<file path="src/rtl/l1_dcache_ctrl.sv">
// Direct-mapped, write-back, write-allocate L1 data cache controller.
// Fills and evicts 4-word lines through a request/ready handshake with the lower level.
module l1_dcache_ctrl #(
  parameter int unsigned INDEX_W = 3,
  parameter int unsigned TAG_W   = 25
) (
  input  logic          clk,
  input  logic          proc_reset,
  input  logic          proc_read,
  input  logic          proc_write,
  input  logic [29:0]   proc_addr,
  input  logic [31:0]   proc_wdata,
  output logic          proc_stall,
  output logic [31:0]   proc_rdata,
  output logic          mem_read,
  output logic          mem_write,
  output logic [27:0]   mem_addr,
  output logic [127:0]  mem_wdata,
  input  logic [127:0]  mem_rdata,
  input  logic          mem_ready
);

  localparam int unsigned Lines = 1 << INDEX_W;

  typedef enum logic [1:0] {StCompare, StWriteback, StAllocate} state_e;

  state_e state_q, state_d;

  logic [Lines-1:0] valid_q, valid_d;
  logic [Lines-1:0] dirty_q, dirty_d;
  logic [TAG_W-1:0] tag_q  [Lines];
  logic [127:0]     data_q [Lines];

  logic         mem_read_q, mem_read_d;
  logic         mem_write_q, mem_write_d;
  logic [27:0]  mem_addr_q, mem_addr_d;
  logic [127:0] mem_wdata_q, mem_wdata_d;

  logic [INDEX_W-1:0] idx;
  logic [TAG_W-1:0]   ptag;
  logic [1:0]         woff;
  logic               req;
  logic               hit;

  logic               line_we;
  logic [127:0]       line_d;
  logic [TAG_W-1:0]   tag_d;

  assign idx  = proc_addr[1+INDEX_W:2];
  assign ptag = proc_addr[29:2+INDEX_W];
  assign woff = proc_addr[1:0];
  assign req  = proc_read | proc_write;
  assign hit  = valid_q[idx] && (tag_q[idx] == ptag);

  // State register
  always_ff @(posedge clk or posedge proc_reset) begin
    if (proc_reset) begin
      state_q     <= StCompare;
      valid_q     <= '0;
      dirty_q     <= '0;
      mem_read_q  <= 1'b0;
      mem_write_q <= 1'b0;
      mem_addr_q  <= '0;
      mem_wdata_q <= '0;
    end else begin
      state_q     <= state_d;
      valid_q     <= valid_d;
      dirty_q     <= dirty_d;
      mem_read_q  <= mem_read_d;
      mem_write_q <= mem_write_d;
      mem_addr_q  <= mem_addr_d;
      mem_wdata_q <= mem_wdata_d;
    end
  end

  // Tag and data arrays need no reset; valid bits gate every use.
  always_ff @(posedge clk) begin
    if (line_we) begin
      data_q[idx] <= line_d;
      tag_q[idx]  <= tag_d;
    end
  end

  // Next state and registered lower-level request
  always_comb begin
    state_d     = state_q;
    mem_read_d  = mem_read_q;
    mem_write_d = mem_write_q;
    mem_addr_d  = mem_addr_q;
    mem_wdata_d = mem_wdata_q;
    case (state_q)
      StCompare: begin
        if (req && !hit) begin
          if (valid_q[idx] && dirty_q[idx]) begin
            state_d     = StWriteback;
            mem_write_d = 1'b1;
            mem_addr_d  = {tag_q[idx], idx};
            mem_wdata_d = data_q[idx];
          end else begin
            state_d    = StAllocate;
            mem_read_d = 1'b1;
            mem_addr_d = {ptag, idx};
          end
        end
      end
      StWriteback: begin
        if (mem_ready) begin
          state_d     = StAllocate;
          mem_write_d = 1'b0;
          mem_read_d  = 1'b1;
          mem_addr_d  = {ptag, idx};
        end
      end
      StAllocate: begin
        if (mem_ready) begin
          state_d    = StCompare;
          mem_read_d = 1'b0;
        end
      end
      default: state_d = StCompare;
    endcase
  end

  // Array update: fill on completion, or store merge on a compare hit
  always_comb begin
    valid_d = valid_q;
    dirty_d = dirty_q;
    line_we = 1'b0;
    line_d  = data_q[idx];
    tag_d   = tag_q[idx];
    if (state_q == StAllocate && mem_ready) begin
      line_we      = 1'b1;
      line_d       = mem_rdata;
      tag_d        = ptag;
      valid_d[idx] = 1'b1;
      dirty_d[idx] = 1'b0;
    end else if (state_q == StCompare && proc_write && hit) begin
      line_we                   = 1'b1;
      line_d[{woff, 5'b0} +: 32] = proc_wdata;
      dirty_d[idx]              = 1'b1;
    end
  end

  // Outputs
  always_comb begin
    proc_stall = (state_q == StCompare) ? (req && !hit) : 1'b1;
    proc_rdata = data_q[idx][{woff, 5'b0} +: 32];
    mem_read   = mem_read_q;
    mem_write  = mem_write_q;
    mem_addr   = mem_addr_q;
    mem_wdata  = mem_wdata_q;
  end

endmodule

</file>
<file path="config.mk">
export PLATFORM = sky130hd
export DESIGN_NAME = l1_dcache_ctrl
export DESIGN_NICKNAME = d
export VERILOG_FILES = /design/src/rtl/l1_dcache_ctrl.sv
export SDC_FILE = /design/constraint.sdc
export NUM_CORES = 2
export LEC_CHECK = 0
export ABC_AREA = 1
export BUFFER_PORTS_ARGS = -buffer_cell sky130_fd_sc_hd__clkbuf_2
export CAP_MARGIN = 20
export CORE_MARGIN = 3
export CORE_UTILIZATION = 30
export CTS_CLUSTER_SIZE = 10
export DETAILED_ROUTE_END_ITERATION = 8
export SYNTH_ARGS = -nofsm -noshare
export SYNTH_HDL_FRONTEND = slang
export SYNTH_SLANG_ARGS = --single-unit
</file>
<file path="constraint.sdc">
create_clock -name clk -period 20.9 [get_ports clk]
set_input_delay 2.09 -clock clk [delete_from_list [all_inputs] [get_ports clk]]
set_output_delay 2.09 -clock clk [all_outputs]
set_load 0.02 [all_outputs]
</file>
==> flow_summary.yaml <==
status:
  status: "complete, no violations"
sta:
  finClkSkew_ns: 0.0598
  rsz0062_at_grt: "no"
  setup_ws_ns: 11.25
  slew_violations: 0
  post-route-min-period_ns: 9.65
  slew-limit-headroom_pct: 19.2
  tns_ns: 0
  period_share_pct: 46.2
  hold_viol: 0
  setup_violations: 0
  worst_pin_slew_ns: 1.21
  clock.fmax_mhz: 104
grt:
  gr-total-overflow: 0
  grt_pass1_vias: 40200
  grt_start_max_net_pins: 132
  grt_antenna_before_repair: 26
  grt_pass1_wl_mm: 309
  grt.total_usage_pct: 21.6
floorplan:
  dieArea_um2: 201000
  ios: 386
  dieHeight_um: 448
  core_area_um2: 193000
  die_w_um: 448
  initial_utilization_pct: 30.3
  core.rowCount: 161
clock_tree:
  cts_inserted_buffers: 162
  tritoncts: "yes"
  ctsHoldBuffers: 0
  clock_path_buffers: 3
  cts.htree.levels: 4
  cts_resized: 0
  cts_setup_buffers: 0
  clockRootBuffer: "clkbuf_16"
  insertion_delay_ns: 0.81
  clk_pin_slew_ns: 0.05
  cts_num_sinks: 1400
setup_path:
  end_kind: "output port"
  crit_fanout: 58
  crit_slowest_cell: "a21oi_1"
  crit_buf_inv: 8
  cp_data_required_time_ns: 18.81
  path_common_cell: "buf_4"
  cp_top_family: "buffers and inverters"
  crit_type: "in2out"
  startpoint_type: "primary input"
  arrival_ns: 7.56
  crit_path_max_incr_delay_ns: 0.98
  cp_cell_sequence: "buf_4 > clkinv_2 > buf_4 > nand2_1 > inv_6 > buf_4 > buf_4 > a22o_1 > inv_1 > nand4_1 > a21oi_1 > a21oi_1 > clkbuf_2"
placement:
  place_ws_ns: 11.66
  placed_cell_area_um2: 63300
  place_congestion: 0.962
  place_hpwl_mm: 141
  portBuffers: 385
detailed_routing:
  ant_nets: 0
  drt-initial-drc-count: 6530
  dr.pass1.iters: 6
  drc: 0
  drt-total-wl_mm: 222
  routedWlPerCell_um: 28.0
  via_count: 43200
  routed_via_density: 5.43
power_and_ir_drop:
  power_density_nw_per_um2: 115
  vdd_ir_drop_max_uv: 87.4
  p_leak_nw: 26.3
cells_and_area:
  num-fill-cells: 18800
  drive_above_1_share_pct: 13.1
  design_area_um2: 68000
  nNetsFinal: 5521
  areaGrowthSynthToFinish_pct: 15.9
synthesis:
  netlist-cell-type-count: 32
  synth.top_cell.area_share_pct: 62.7
  yosysWarnings: 0
  synth_area_leaders: "edfxtp_1 63%, nand2_1 8.7%, dfrtp_1 7.5%, a22o_1 4.0%, nand3_1 3.6%"
  yosysSeqAreaShare_pct: 70.2
  syn_area_um2: 58700
  post_synth.cell_area_avg_um2: 11.7
  synth_cells: 5014
  synth_top_cell_by_area: "edfxtp_1"
  synth_commonest_cells: "1367 x nand2_1, 1224 x edfxtp_1, 432 x inv_1, 418 x nand3_1, 265 x a22o_1"
  yosys_most_used_dff: "edfxtp_1"
  async_flop_share_pct: 12.6
  syn_nets: 5214
  synth_edf_count: 1224
  ys_seq_elements: 1400
  yosysMostFrequentCell: "nand2_1"
job:
  drv_cap: 0
worst_hold_path:
  hold_class: "reg2reg"
layout by cell type, fill, tap and decap left out, types with 8 or more instances in the layout:
master	n
nand3_1	413
diode_2	8
a22o_1	265
a21oi_1	76
o21ai_0	117
clkbuf_1	79
nand4_1	210
edfxtp_1	1224
o22ai_1	11
clkbuf_2	383
buf_4	81
clkbuf_16	165
dfrtp_1	176
or2_2	20
inv_1	423
inv_6	13
nand2_1	1363
nor2_1	135
a221oi_1	163
a22oi_1	27
worst min-delay path, stage by stage (launching register included):
cell,delay [ns]
dfrtp_1,0.32
inv_1,0.05
nand2_1,0.06
where the power goes:
part / internal [mW] / switching, mW
combinational: 0.335 / 1.30
sequential: 3.52 / 0.114
clock: 1.46 / 1.12
area by class of cell:
| type | count | area [µm²] | area share (%) |
|---|---|---|---|
| sequential | 1400 | 41200 | 60.5 |
| antenna | 8 | 20.0 | 0.0294 |
| tap | 2526 | 3160 | 4.65 |
| multi-input combinational | 2851 | 14600 | 21.5 |
| clock inverter | 21 | 282 | 0.414 |
| inverter | 436 | 1690 | 2.49 |
| clock buffer | 244 | 4430 | 6.51 |
| timing repair buffer | 470 | 2640 | 3.88 |
path summary, 6_finish.rpt:
check,startpoint,to,slack (ns),cells past startpoint
min reg2reg,valid_q[4]$_DFFE_PP0P_,valid_q[4]$_DFFE_PP0P_,0.46,2
min in group asynchronous,proc_reset,mem_addr[13]$_DFFE_PP0P_,1.48,2
max reg2reg,valid_q[0]$_DFFE_PP0P_,data_q[5][52]$_DFFE_PP_,14.96,17
min,valid_q[4]$_DFFE_PP0P_,valid_q[4]$_DFFE_PP0P_,0.46,2
max,proc_addr[2],proc_rdata[10],11.25,13
max in group asynchronous,proc_reset,mem_wdata[89]$_DFFE_PP0P_,17.90,3
metrics by stage:
stage / hold slack, ns / total power [mW] / instances / util [%]
3_3_place_gp: 0.433 / 5.27 / 7679 / 32.7
5_1_grt: 0.473 / 8.12 / 7950 / 35.1
2_1_floorplan: 0.418 / 4.54 / 5014 / -
3_5_place_dp: 0.442 / 5.29 / 7682 / 32.7
6_report: 0.455 / 7.84 / 7956 / 35.2
4_1_cts: 0.456 / 7.85 / 7947 / 35.1
flip-flops by register name (all words and copies together), names as in the netlist, named ones only:
name,count
data_q,1024
mem_addr,28
mem_read,1
mem_wdata,128
mem_write,1
state_q,2
tag_q,200
valid_q,8
cells by family (layout without fill, tap and decap cells):
| group | Yosys count | after routing | share of synthesized area (%) |
|---|---|---|---|
| flops | 1400 | 1400 | 70.2 |
| other cells | 0 | 8 | 0 |
| compound gates | 679 | 679 | 8.73 |
| simple gates | 2167 | 2167 | 15.8 |
| fa+ha+maj | 5 | 5 | 0.107 |
| buf+inv | 763 | 1171 | 5.21 |
layer usage:
layer	up-vias	track usage, %	part of all wire [%]	wire length [µm]
met5	-	0.265	0.088	195
met4	20	12.4	6.5	14500
met3	568	5.57	11	25500
met2	2938	33.1	45	101000
met1	21200	27.6	37	81700
li1	18500	-	-	-
Power figures use the tool's default switching activity.
